File: src/rtl/spiker_result_ctrl.sv
`default_nettype none
// ============================================================================
// Module      : spiker_result_ctrl
// Description : Sequences one spiker inference. Launches the core on a
//               software start, waits for core done (with optional timeout),
//               snapshots the core result and streams it word by word into
//               the result registers. Provides busy/done/timeout status and
//               a one-cycle completion interrupt.
// Revision    : 1.0 - initial release
// ============================================================================
module spiker_result_ctrl #(
    parameter int WIDTH      = 32,
    parameter int N_REG      = 24,
    parameter int DATA_WIDTH = 768,   // must equal N_REG*WIDTH
    parameter int TIMEOUT_W  = 16
) (
    input  logic                     clk_i,
    input  logic                     rst_ni,
    input  logic                     start_i,
    input  logic                     abort_i,
    input  logic                     done_clr_i,
    input  logic [TIMEOUT_W-1:0]     timeout_i,
    output logic                     core_start_o,
    input  logic                     core_done_i,
    input  logic [DATA_WIDTH-1:0]    core_data_i,
    output logic                     res_we_o,
    output logic [$clog2(N_REG)-1:0] res_idx_o,
    output logic [WIDTH-1:0]         res_data_o,
    output logic                     busy_o,
    output logic                     done_o,
    output logic                     timeout_o,
    output logic                     irq_o
);

    localparam int c_idx_w = $clog2(N_REG);
    localparam logic [c_idx_w-1:0]   c_last_idx = c_idx_w'(N_REG - 1);
    localparam logic [c_idx_w-1:0]   c_idx_one  = c_idx_w'(1);
    localparam logic [TIMEOUT_W-1:0] c_cnt_one  = TIMEOUT_W'(1);

    typedef enum logic [2:0] {
        ST_IDLE   = 3'd0,
        ST_LAUNCH = 3'd1,
        ST_WAIT   = 3'd2,
        ST_WRITE  = 3'd3,
        ST_FINISH = 3'd4
    } state_t;

    state_t                 r_state;
    state_t                 w_state_nxt;

    logic [TIMEOUT_W-1:0]   r_wait_cnt;
    logic [TIMEOUT_W-1:0]   w_wait_cnt_inc;
    logic                   w_timeout_hit;

    logic [DATA_WIDTH-1:0]  r_snap;
    logic [c_idx_w-1:0]     r_idx;
    logic                   w_idx_last;

    logic                   r_done;
    logic                   r_timeout;
    logic                   r_irq_to;

    logic                   w_accept_done;
    logic                   w_to_set;
    logic                   w_done_set;
    logic                   w_flag_clr;

    logic [WIDTH-1:0]       w_words [N_REG];

    // The snapshot viewed as an array of result words, word 0 in the LSBs.
    generate
        for (genvar gi = 0; gi < N_REG; gi++) begin : g_words
            assign w_words[gi] = r_snap[gi*WIDTH +: WIDTH];
        end
    endgenerate

    // Counter value at the end of this WAIT cycle; a zero limit never matches
    // so the controller waits forever.
    assign w_wait_cnt_inc = r_wait_cnt + c_cnt_one;
    assign w_timeout_hit  = (timeout_i != '0) && (w_wait_cnt_inc == timeout_i);
    assign w_idx_last     = (r_idx == c_last_idx);

    // A new start wipes the status of the previous inference.
    assign w_flag_clr     = done_clr_i || ((r_state == ST_IDLE) && start_i);

    // Next-state decode; abort overrides every other transition and event.
    always_comb begin
        w_state_nxt   = r_state;
        w_accept_done = 1'b0;
        w_to_set      = 1'b0;
        w_done_set    = 1'b0;
        case (r_state)
            ST_IDLE: begin
                if (start_i) begin
                    w_state_nxt = ST_LAUNCH;
                end
            end
            ST_LAUNCH: begin
                w_state_nxt = ST_WAIT;
            end
            ST_WAIT: begin
                // Done is checked first so it wins over a same-cycle timeout.
                if (core_done_i) begin
                    w_accept_done = 1'b1;
                    w_state_nxt   = ST_WRITE;
                end else if (w_timeout_hit) begin
                    w_to_set    = 1'b1;
                    w_state_nxt = ST_IDLE;
                end
            end
            ST_WRITE: begin
                if (w_idx_last) begin
                    w_state_nxt = ST_FINISH;
                end
            end
            ST_FINISH: begin
                w_done_set  = 1'b1;
                w_state_nxt = ST_IDLE;
            end
            default: begin
                w_state_nxt = ST_IDLE;
            end
        endcase
        if (abort_i && (r_state != ST_IDLE)) begin
            w_state_nxt   = ST_IDLE;
            w_accept_done = 1'b0;
            w_to_set      = 1'b0;
            w_done_set    = 1'b0;
        end
    end

    // State register.
    always_ff @(posedge clk_i or negedge rst_ni) begin
        if (!rst_ni) begin
            r_state <= ST_IDLE;
        end else begin
            r_state <= w_state_nxt;
        end
    end

    // Wait counter: cleared on launch, advances on every WAIT cycle without done.
    always_ff @(posedge clk_i or negedge rst_ni) begin
        if (!rst_ni) begin
            r_wait_cnt <= '0;
        end else if (r_state == ST_LAUNCH) begin
            r_wait_cnt <= '0;
        end else if ((r_state == ST_WAIT) && !core_done_i) begin
            r_wait_cnt <= w_wait_cnt_inc;
        end
    end

    // Result snapshot and write index; snapshot only moves on an accepted done.
    always_ff @(posedge clk_i or negedge rst_ni) begin
        if (!rst_ni) begin
            r_snap <= '0;
            r_idx  <= '0;
        end else if (w_accept_done) begin
            r_snap <= core_data_i;
            r_idx  <= '0;
        end else if ((r_state == ST_WRITE) && !w_idx_last) begin
            r_idx  <= r_idx + c_idx_one;
        end
    end

    // Sticky status flags; a set in the same cycle as a clear takes priority.
    always_ff @(posedge clk_i or negedge rst_ni) begin
        if (!rst_ni) begin
            r_done    <= 1'b0;
            r_timeout <= 1'b0;
        end else begin
            if (w_done_set) begin
                r_done <= 1'b1;
            end else if (w_flag_clr) begin
                r_done <= 1'b0;
            end
            if (w_to_set) begin
                r_timeout <= 1'b1;
            end else if (w_flag_clr) begin
                r_timeout <= 1'b0;
            end
        end
    end

    // Timeout interrupt fires in the cycle after the expiry is detected.
    always_ff @(posedge clk_i or negedge rst_ni) begin
        if (!rst_ni) begin
            r_irq_to <= 1'b0;
        end else begin
            r_irq_to <= w_to_set;
        end
    end

    assign core_start_o = (r_state == ST_LAUNCH);
    assign busy_o       = (r_state != ST_IDLE);
    assign res_we_o     = (r_state == ST_WRITE);
    assign res_idx_o    = (r_state == ST_WRITE) ? r_idx : '0;
    assign res_data_o   = (r_state == ST_WRITE) ? w_words[r_idx] : '0;
    assign done_o       = r_done;
    assign timeout_o    = r_timeout;
    assign irq_o        = w_done_set || r_irq_to;

endmodule
`default_nettype wire

File: config.mk
export PLATFORM = sky130hd
export DESIGN_NAME = spiker_result_ctrl
export DESIGN_NICKNAME = d
export VERILOG_FILES = /design/src/rtl/spiker_result_ctrl.sv
export SDC_FILE = /design/constraint.sdc
export NUM_CORES = 2
export LEC_CHECK = 0
export CAP_MARGIN = 30
export CORE_AREA = 2 2 329 331
export CTS_CLUSTER_SIZE = 10
export DETAILED_ROUTE_END_ITERATION = 8
export DIE_AREA = 0 0 331 333
export PLACE_DENSITY = 0.6
export SYNTH_ARGS = -nofsm -noshare
export SYNTH_HDL_FRONTEND = slang
export SYNTH_SLANG_ARGS = --single-unit
File: constraint.sdc
create_clock -name clk_i -period 3 [get_ports clk_i]
set_clock_uncertainty 0.2 [all_clocks]
set_input_delay 0.6 -clock clk_i [delete_from_list [all_inputs] [get_ports clk_i]]
set_output_delay 0.6 -clock clk_i [all_outputs]
set_load 0.02 [all_outputs]
==> flow_metrics.py <==
metrics = {
    "floorplanning": {
        "initial_utilization_pct": 33.97,
        "fp.dieW_um": 331,
        "die_area_um2": 110200,
        "core_um2": 106600,
        "io_pins": 833,
        "die_y_um": 333,
        "num_rows": 120,
    },
    "min_path": {
        "min_path_cells": 1,
        "hp-class": "flip-flop to flip-flop",
        "hold_path_end": "r_snap[729]",
        "hold_start": "r_snap[729]",
    },
    "detailed_routing": {
        "num_vias": 25310,
        "vias_per_cell": 5.273,
        "ant_nets": 0,
        "drt_iter0_markers": 1612,
        "drc_errors": 0,
        "wl_per_cell_um": 32.36,
        "drt_pass1_iterations": 5,
        "wirelength_mm": 155.3,
    },
    "place": {
        "placed_cells": 4621,
        "io_buffer_count": 832,
        "pre_cts_ws_ns": -0.8633,
        "place_area_um2": 48680,
        "hpwl_mm": 126.0,
        "place.gp.congestion": 0.9265,
    },
    "layout": {
        "drive_gt1_share_pct": 46.52,
        "instances_no_fill": 4800,
        "layout_commonest_cell": "mux2_2",
        "fin_area_um2": 52250,
        "final_cell_mix": "mux2_2, dfrtp_1, clkdlybuf4s50_1",
        "fillers": 9065,
        "finalCoreUtilization_pct": 49.01,
        "layout-area-overhead-vs-synth_pct": 44.29,
        "nets": 4145,
    },
    "setup_path": {
        "crit_slowest_cell": "mux4_2",
        "timing.rr.end": "r_irq_to",
        "ff2ff_path_depth": 6,
        "r2r_setup_slack_ns": 0.11,
        "crit_type": "flip-flop to output pin",
        "crit_required_ns": 2.20,
        "max_stage_delay_ns": 0.60,
        "endpoint_kind": "output pin",
        "r2r_start": "r_wait_cnt[7]",
        "startpoint_type": "flip-flop",
        "crit_arrival_ns": 3.28,
        "cp_common_cell": "mux4_2",
        "worstPathMaxFanout": 7,
        "crit_chain": "buf_12 -> buf_16 -> buf_8 -> mux4_2 -> mux4_2 -> a22oi_2 -> nor2_4 -> buf_6",
    },
    "sta": {
        "finalWorstSetupSlack_ns": -1.075,
        "max-slew-margin-rel_pct": 45.00,
        "setup_violations": 32,
        "fmax_mhz": 245.4,
        "finalSetupTns_ns": -30.64,
        "final_max_slew_viol_count": 0,
        "min_period_ns": 4.075,
        "holdWs_ns": 0.3008,
        "timing.final.crit_share_pct": 135.8,
        "finalHoldViolCount": 0,
        "rsz0062_at_grt": "yes",
        "worstMarginPinSlew_ns": 0.8250,
    },
    "job": {
        "cap_viol_max_count": 0,
    },
    "clocking": {
        "clock_latency_ns": 0.65,
        "clk_pin_slew_ns": 0.06,
        "clockBufferDepth": 3,
        "cts.root.buffer_cell": "clkbuf_16",
        "cts_tree": "built",
        "clock_sinks": 795,
        "cts_made_buffers": 93,
        "htreeDepth": 3,
    },
    "yosys": {
        "synth.area.top_cells": "dfrtp_1, mux2_2, mux4_2",
        "yosys_warnings": 0,
        "synthCells": 2240,
        "ys_types": 54,
        "async_flop_share_pct": 100.0,
        "synth_nets": 3032,
        "synth_top_flop_cell": "dfrtp_1",
        "synth_edf_count": 0,
        "synth_area_per_cell_um2": 16.17,
        "yosysTopAreaCellShare_pct": 54.94,
        "yosysSeqAreaShare_pct": 54.94,
        "yosysTopAreaCell": "dfrtp_1",
        "ys_seq_elements": 795,
        "syn_area_um2": 36210,
    },
    "power": {
        "powerDensity_nw_per_um2": 1037,
        "peakVddDrop_mv": 0.5124,
        "power.total_mw": 54.20,
        "p_leak_nw": 21.71,
    },
    "global_route": {
        "antenna_found_initial": 36,
        "grt_usage_pct": 27.78,
        "grt_pass1_vias": 27990,
        "grt_pass1_wl_mm": 212.2,
        "grt_overflow": 0,
        "grt_max_degree": 69,
    },
    "run_status": {
        "violations": "setup timing",
        "status": "complete, but fails checks",
    },
}
logic make-up (layout without fill, tap and decap cells):
family,after synthesis,count (layout),synth area share [%]
multiplexers,1026,1026,38.87
flip-flops,795,795,54.94
buffers and inverters,170,1320,1.838
AND/OR/NAND/NOR,138,138,2.046
AO/OA/AOI/OAI,79,79,1.496
XOR/XNOR,30,30,0.7463
adder cells (fa/ha/maj),2,2,0.06910
other,0,7,0
layer usage:
layer / track usage (%) / part of all wire, %
met1: 32.71 / 38
met2: 49.00 / 51
met3: 5.099 / 5.4
met4: 12.36 / 5.0
met5: 0 / 0.13
how the worst max path moves through the flow:
stage	startpoint	endpoint	slack, ns
4_1_cts	r_idx[0]	res_data_o[6]	-1.09
6_report	r_idx[0]	res_data_o[6]	-1.08
5_1_grt	r_idx[0]	res_data_o[6]	-1.12
2_1_floorplan	r_idx[0]	res_data_o[10]	0.02
3_5_place_dp	r_idx[0]	res_data_o[13]	-0.86
3_3_place_gp	r_idx[0]	res_data_o[13]	-0.87
flip-flops by register name (all words and copies together), names as in the netlist:
register	cells
done_o	1
r_idx	5
r_irq_to	1
r_snap	768
r_state	3
r_wait_cnt	16
timeout_o	1
critical path, delay by kind of cell, from the launching register on:
family / cells / cell delay [ns]
DFF: 1 / 0.45
muxes: 2 / 1.20
buffers and inverters: 4 / 0.58
and+or+nand+nor: 1 / 0.10
AOI/OAI and AO/OA: 1 / 0.26
cells in the mapped netlist (all sizes together) (4+ instances only):
cell type and count:
a21oi 7, nand4 8, dfrtp 795, nor2 55, nand3 10, inv 6
o21ai 18, a22oi 33, clkbuf 138, xor2 11, buf 26, mux4 224
nand2 15, nor4 10, o31ai 4, nor3 8, xnor2 19, mux2 800
and3 8
timing repair:
item | CTS | global route
endpoints found under the hold margin | 46 | 0
setup buffers | 31 | 3
cloned | 5 | 1
pin swaps | 31 | 18
hold buffers | 1 | 0
resized for setup | 199 | 24
endpoints found under the setup margin | 41 | 33
area by class of cell:
cell class | instances | area, µm² | share of cell area, %
well taps | 1403 | 1755 | 3.360
multi-input cells | 1275 | 15870 | 30.37
repair buffers | 1182 | 11950 | 22.87
flip-flops and latches | 795 | 19910 | 38.11
clock inverters | 7 | 136.4 | 0.2610
diodes | 7 | 17.52 | 0.03352
inverters | 6 | 22.52 | 0.04310
clock buffers | 125 | 2590 | 4.957
where the power goes:
part           internal (mW)  switching (mW)  leakage, nW  total [mW]
Combinational           14.0            9.93         10.6        23.9
Clock                   6.04            4.45         1.33        10.5
Sequential              15.9            3.92         9.78        19.8
Power figures use the tool's default switching activity.
